<file path="src/rtl/pwm_tick_gen.sv">
// pwm_tick_gen: tick-driven PWM with period_start pulse and wrap-aligned duty updates.
// Define PWM_DEADTIME_EN to enable the complementary output with DEAD_CYC dead-time.
module pwm_tick_gen #(
    parameter int NBits    = 8,
    parameter int DEAD_CYC = 2
) (
    input  logic             clk,
    input  logic             rstn,
    input  logic             en,
    input  logic             tick,
    input  logic [NBits-1:0] period,
    input  logic [NBits-1:0] duty_in,
    input  logic             duty_valid,
    output logic             duty_ready,
    output logic             pwm,
    output logic             pwm_n,
    output logic             period_start
);
    logic [NBits-1:0] cnt, per_act, duty_act, shadow;
    logic pending, raw, wrap, accept;
    if (DEAD_CYC < 0) begin : g_bad_dead
        $error("DEAD_CYC must be non-negative");
    end
    assign raw    = en && (cnt < duty_act);
    assign wrap   = en && tick && (cnt == per_act);
    assign accept = duty_valid && duty_ready;
    // An accept coinciding with a wrap lands in shadow and waits for the next wrap.
    always_ff @(posedge clk) begin
        if (!rstn) begin
            cnt          <= '0;
            per_act      <= '0;
            duty_act     <= '0;
            shadow       <= '0;
            pending      <= 1'b0;
            duty_ready   <= 1'b0;
            period_start <= 1'b0;
        end else begin
            if (!en) cnt <= '0;
            else if (tick) cnt <= wrap ? '0 : cnt + 1'b1;
            if (wrap) begin
                per_act <= period;
                if (pending) duty_act <= shadow;
            end
            if (accept) shadow <= duty_in;
            pending      <= accept || (pending && !wrap);
            duty_ready   <= !accept && !pending;
            period_start <= wrap;
        end
    end
`ifdef PWM_DEADTIME_EN
    localparam int DW = $clog2(DEAD_CYC + 2);
    logic          raw_q;
    logic [DW-1:0] dt, dt_nxt;
    assign dt_nxt = (raw != raw_q) ? DW'(DEAD_CYC) : ((dt != '0) ? dt - 1'b1 : '0);
    always_ff @(posedge clk) begin
        if (!rstn) begin
            raw_q <= 1'b0;
            dt    <= '0;
            pwm   <= 1'b0;
            pwm_n <= 1'b0;
        end else begin
            raw_q <= raw;
            dt    <= dt_nxt;
            pwm   <= raw && (dt_nxt == '0);
            pwm_n <= en && !raw && (dt_nxt == '0);
        end
    end
`else
    always_ff @(posedge clk) pwm <= rstn && raw;
    assign pwm_n = 1'b0;
`endif
endmodule

</file>
<file path="config.mk">
export PLATFORM = sky130hd
export DESIGN_NAME = pwm_tick_gen
export DESIGN_NICKNAME = d
export VERILOG_FILES = /design/src/rtl/pwm_tick_gen.sv
export SDC_FILE = /design/constraint.sdc
export NUM_CORES = 1
export LEC_CHECK = 0
export CORE_UTILIZATION = 55
export DETAILED_ROUTE_END_ITERATION = 16
export GPL_TIMING_DRIVEN = 0
export PLACE_DENSITY = 0.81
export SLEW_MARGIN = 20
export SYNTH_ARGS = -nofsm -noshare
export SYNTH_HDL_FRONTEND = slang
export SYNTH_SLANG_ARGS = --single-unit
</file>
<file path="constraint.sdc">
create_clock -name clk -period 2.13 [get_ports clk]
set_input_delay 0.5325 -clock clk [delete_from_list [all_inputs] [get_ports clk]]
set_output_delay 0.5325 -clock clk [all_outputs]
set_load 0.02 [all_outputs]
</file>
==> run_results.csv, run 1 <==
group,metric,value,unit
outcome,status,"finished with violations",
outcome,violations,"design-rule violations",
clock_tree,clkTransAtPathRegs,0.12,ns
synthesis,yosys_warnings,0,
setup_path,cp_max_fo,3,
setup_path,slowest_delay,0.61,ns
sta,drv_slew,0,
sta,whs,0.471,ns
floorplan,start_util,59.3,%
setup_path,cp.required,1.60,ns
drt,vias,1210,
synthesis,yosysMostFrequentCell,"dfxtp_1",
clock_tree,clk_latency,0.36,ns
floorplan,die_y,57.0,um
sta,hold_violations,0,
setup_path,critPathKind,"register to primary output",
clock_tree,cts-resized-gates,0,
setup_path,rr_worst_depth,5,
floorplan,die-area,3250,um^2
synthesis,netlist_top_cells_area,"dfxtp_1 43%, mux2i_1 10%, nor2b_1 6.4%",
final_layout,nets,228,
setup_path,crit_path_start_kind,"register",
clock_tree,clockBufferDepth,2,
sta,period_share,88.1,%
synthesis,ys_ff_latch,36,
sta,fin_tns_setup,0,ns
synthesis,ys_top_cells_by_count,"36 x dfxtp_1, 21 x nand2_1, 17 x mux2i_1, 17 x nor2b_1, 11 x nor2_1",
sta,fmaxAchievable,533,MHz
synthesis,synth_cells,170,
synthesis,ys_dominant_reg_cell,"dfxtp_1",
final_layout,syn_to_final_growth,20.4,%
drt,detail-route-antenna-nets,0,
setup_path,arrival,1.34,ns
clock_tree,cts-root-buf,"clkbuf_4",
setup_path,worstSetupEndpointType,"primary output",
placement,place_ws,0.0443,ns
drt,drc,4,
synthesis,synth_top_area_cell,"dfxtp_1",
global_routing,grt_util_all_layers,21.6,%
final_layout,nFillCells,236,
synthesis,async_reset_ff_share,0,%
clock_tree,cts_tree,"yes",
drt,wire_per_inst,12.6,um
sta,setup-violations-final,0,
pwr,leakage,0.000867,uW
sta,worst_slack,0.254,ns
sta,rsz0062_at_grt,"false",
setup_path,path_cells,"clkdlybuf4s50_1",
clock_tree,hold_buffers,0,
setup_path,worst-path-buf-inv,1,
synthesis,seq_area_frac_synth,43.3,%
job,maxCapViolCount,0,
synthesis,avgSynthCellArea,9.78,um^2
min_path,worstHoldStart,"shadow[4]",
min_path,hold_class,"register to register",
global_routing,grt_overflow,0,
synthesis,synthesis.nets,199,
setup_path,slowest_stage,"clkdlybuf4s50_1",
synthesis,synth_cell_types,30,
setup_path,r2r_setup_slack,0.46,ns
pwr,power_density,690,nW/um^2
drt,drt_wl_total,2.92,mm
floorplan,fp-row-count,19,
global_routing,grt_max_degree,13,
placement,dp_hpwl,2.21,mm
sta,fin_worst_skew,0.0113,ns
floorplan,die_w,57.0,um
final_layout,layout-drive-gt1-share,7.50,%
placement,io_buffers,22,
floorplan,ios,25,
setup_path,cp_top_family,"buffers and inverters",
placement,gp_congestion,0.711,
clock_tree,htreeDepth,2,
min_path,min_path_cells,2,
sta,period_needed,1.88,ns
min_path,whs_endpoint,"shadow[4]",
global_routing,grt_pass1_vias,1205,
setup_path,r2r_start,"cnt[1]",
synthesis,syn_area,1660,um^2
pwr,ir_worst_vdd,0.806,mV
drt,firstDrtPassIters,10,
final_layout,finish.utilization,71.4,%
synthesis,synth_top_area_share,43.3,%
drt,drtIter0Drc,35,
setup_path,r2r-end,"duty_act[5]",
drt,drt-vias-per-instance,5.24,
clock_tree,postCtsSetupBuffers,0,
synthesis,synth_enable_flop_cells,0,
clock_tree,cts_buffers,5,
floorplan,core,2810,um^2
clock_tree,numClockSinks,36,
global_routing,antenna_found_initial,0,
final_layout,insertedDiodeCount,0,
global_routing,grt_pass1_wl,5.21,mm
## stage by stage
stage	cells	power (uW)	instance area, um^2
final	231	1380	2000
after global routing	231	1440	2000
after CTS	231	1400	2000
after detailed placement	223	914	1920
after global placement	223	908	1920
after floorplan	170	846	1660
## sequential cells by signal, indices dropped and copies added (netlist names)
| name | flops |
|---|---|
| cnt | 8 |
| duty_act | 8 |
| per_act | 8 |
| shadow | 8 |
| duty_ready | 1 |
| pending | 1 |
| period_start | 1 |
| pwm | 1 |
## cell type report
| cell class | instances | area [um^2] | area share, % |
|---|---|---|---|
| buffer | 6 | 33.8 | 1.69 |
| clock buffer | 5 | 37.5 | 1.88 |
| clock inverter | 3 | 42.5 | 2.13 |
| inverter | 8 | 30.0 | 1.50 |
| multi-input combinational | 120 | 878 | 43.9 |
| sequential | 36 | 721 | 36.0 |
| tap | 31 | 38.8 | 1.94 |
| timing repair buffer | 22 | 220 | 11.0 |
## kinds of logic after synthesis
family                     synth area share [%]
DFF                                        43.3
other                                     0.226
buffers and inverters                      3.84
AOI/OAI and AO/OA                          5.42
xor gates and xnor gates                   7.90
and+or+nand+nor                            23.0
adders and majority gates                  6.02
muxes                                      10.2
## power by group
part	leakage (uW)	internal, uW	total [uW]	switching, uW
clock	0.0000412	245	486	241
sequential	0.000292	698	715	16.9
combinational	0.000534	98.0	181	83.4
total	0.000867	1040	1380	342
## per-layer routing
| metal | global-route usage [%] | vias up | part of all wire (%) |
|---|---|---|---|
| li1 | - | 616 | - |
| met1 | 25.0 | 567 | 46 |
| met2 | 35.8 | 22 | 47 |
| met3 | 7.48 | 5 | 4.6 |
| met4 | 10.5 | 0 | 2.3 |
| met5 | 0 | - | 0 |
## worst max path at each step
stage | from | to | slack (ns) | depth (start not counted)
finish | duty_ready | duty_ready | 0.25 | 1
global route | duty_ready | duty_ready | 0.21 | 1
CTS | duty_ready | duty_ready | 0.24 | 1
detailed placement | tick | duty_act[2] | 0.04 | 5
global placement | tick | duty_act[4] | 0.08 | 5
floorplan | cnt[1] | duty_act[0] | 0.68 | 5
## worst reg2reg max path, stage by stage, from the launching register on
cell and delay, ns:
dfxtp_1 0.47, xor2_1 0.14, nor4_4 0.41, nand4_4 0.27
mux2i_1 0.23, nor2b_1 0.06
## layout by cell type, fill, tap and decap left out, types with 5 or more instances in the layout
master	netlist	layout
mux2i_1	17	17
dfxtp_1	36	36
clkdlybuf4s50_1	0	22
clkbuf_4	0	5
inv_1	8	8
xor2_1	10	10
nand2_1	21	21
nor2_1	11	11
ha_1	8	8
a21boi_0	8	8
nor2b_1	17	17
xnor2_1	5	5
No activity file was read; power rests on OpenSTA's default activity.
==> run 2, diff against run 1 <==
- CTS_CLUSTER_SIZE: default -> 14
==> results of run 2 <==
No change in the layout: final DEF, timing and power equal those of run 1.
==> run 3, diff against run 2 <==
- TNS_END_PERCENT: default -> 1
==> results of run 3 <==
No change in the layout: final DEF, timing and power equal those of run 1.
==> RTL edit: new RTL, flow settings as in run 1 <==
Set the parameter `NBits` to 6 (it was 8).
--- a/src/rtl/pwm_tick_gen.sv
+++ b/src/rtl/pwm_tick_gen.sv
@@ -1,7 +1,7 @@
 // pwm_tick_gen: tick-driven PWM with period_start pulse and wrap-aligned duty updates.
 // Define PWM_DEADTIME_EN to enable the complementary output with DEAD_CYC dead-time.
 module pwm_tick_gen #(
-    parameter int NBits    = 8,
+    parameter int NBits    = 6,
     parameter int DEAD_CYC = 2
 ) (
     input  logic             clk,
Interface: changed (resized duty_in and period); port bits go from 25 to 21. The function was not compared with the original's and may differ.
==> RTL edit against run 1 <==
Setup slack got worse by 0.16 ns; clock power decreased by 47%; design area decreased by 20%; area after synthesis decreased by 20%; core utilization increased by 0.23 points; non-clock buffer count unchanged; synthesized cell count decreased by 14%; wire length decreased by 15%; sequential cell count decreased by 8; total power decreased by 30%.
==> RTL edit: results (changes against run 1) <==
max-cap check violation count=0 (unchanged); Static Leak=0.0006280 uW (-28%); Worst EP arrival=2.30 ns (+0.96 ns); top cells by count, synth=nand2_1, dfxtp_1, mux2i_1, xor2_1, inv_1; Worst Hold Depth=2 (unchanged); R2R depth=5 (unchanged); non-filler cells in the finished layout=200 (-13%); vias in the first global route=1,010 (-16%); status=finished, final reports clean; Num CTS Buffers=3 (-2); syn avg cell area=8.997 um2 (-8.0%); # diodes=0 (unchanged); clock-pin slew on the worst setup and hold paths=0.15 ns (+0.03 ns); GRT Total Usage=22.59% (+1.0 points); post-synth cell types=30 (unchanged); vias per cell=5.200 (-0.73%); syn_nets=170 (-15%); Worst Skew=0.002620 ns (-0.008692 ns); commonest register cell after synthesis=dfxtp_1; Post-synth ARST share=0% (unchanged); post-DP HPWL=1.848 mm (-16%); Initial DRT Pass Iterations=4 (-6); first-pass GRT wire length=4.381 mm (-16%); CP max FO=5 (+2); share of cells above drive strength 1=7.558% (+0.058 points); pin count of the biggest net entering global routing=16 (+3); Internal Power=721.8 uW (-31%); clk root buf=clkbuf_4; Ys Warns=0 (unchanged); VDD IR max=389.8 uV (-52%); antenna violations before repair=0 (unchanged); Starting DRT DRC Count=12 (-66%); CTS max path bufs=2 (unchanged); drt wl/cell=12.48 um (-1.3%); largest cells by area after synthesis=dfxtp_1, nand2_1, mux2i_1; gpl congestion=0.7800 (+9.7%); worst-skew pair later-pin latency=0.32 ns (-0.04 ns); CTS H-tree depth=1 (-1); sequential cell area fraction in the yosys report=42.38% (-0.96 points); dpl cells=193 (-13%); hold crit path type=reg -> reg; Placed Area=1538 um2 (-20%); I/O Buffers=18 (-18%)
-- RTL edit: cell count changes after synthesis, sizes merged, moves of 5 or more --
cell and delta:
nand2 +23, mux2i -5, nor2 -11, nor2b -17
dfxtp -8
-- RTL edit: power groups by stage --
stage | Clock, uW | Sequential [uW] | Combinational, uW
detailed placement | 0 | 569 | 140
finish | 259 | 559 | 144
global route | 278 | 561 | 159
global placement | 0 | 569 | 134
floorplan | 0 | 570 | 83.2
CTS | 259 | 558 | 145
-- RTL edit: kinds of logic (layout without fill, tap and decap cells) --
| family | count (synthesis) | count (layout) | synth area share [%] |
|---|---|---|---|
| simple gates | 62 | 62 | 22.99 |
| other cells | 1 | 1 | 0.2835 |
| xor+xnor | 10 | 10 | 6.623 |
| buf+inv | 14 | 39 | 5.393 |
| mux | 12 | 12 | 9.083 |
| fa+ha+maj | 6 | 6 | 5.676 |
| flops | 28 | 28 | 42.38 |
| compound gates | 14 | 14 | 7.568 |
-- RTL edit: final cells by class --
cell class                      count  area [um2]
Tap cell                           28       35.03
Fill cell                         173       634.4
Sequential cell                    28       560.5
Multi-Input combinational cell    105       690.7
Timing Repair Buffer               21       205.2
Inverter                            7       26.28
Clock buffer                        4       36.28
Buffer                              7       45.04
-- RTL edit: timing repair --
item,in CTS,in global routing
setup endpoints to repair,12,5
pin swaps,2,0
setup buffers,3,0
resized for setup,0,1
-- RTL edit: layer usage --
layer / global-route usage, % / vias to the layer above / wire length, um / part of all wire, %
li1: - / 535 / - / -
met1: 27.09 / 486 / 1158 / 46
met2: 40.79 / 17 / 1247 / 50
met3: 4.464 / 2 / 75 / 3.0
met4: 5.556 / 0 / 14 / 0.56
met5: 0 / - / 0 / 0
-- RTL edit: path summary, 6_finish.rpt --
check | start | to | slack (ns)
setup reg to reg | cnt[1] | duty_act[5] | 0.23
setup / recovery | en | duty_act[5] | 0.1
hold reg to reg | duty_act[4] | duty_act[4] | 0.47
hold / removal | duty_act[4] | duty_act[4] | 0.47
-- RTL edit: critical path: stages --
cell and delay (ns):
clkdlybuf4s50_1 0.53, nand2_1 0.07, or4_4 0.47, nor4_4 0.31, buf_4 0.20, mux2i_1 0.18
-- RTL edit: through the flow --
| step | hold WS [ns] | setup WS, ns | setup TNS [ns] |
|---|---|---|---|
| floorplan | 0.4347 | 0.3059 | 0 |
| global placement | 0.4444 | -0.3773 | -6.063 |
| detailed placement | 0.4524 | -0.4166 | -6.711 |
| CTS | 0.4720 | 0.05686 | 0 |
| global route | 0.4826 | 0.04234 | 0 |
| finish | 0.4718 | 0.09677 | 0 |
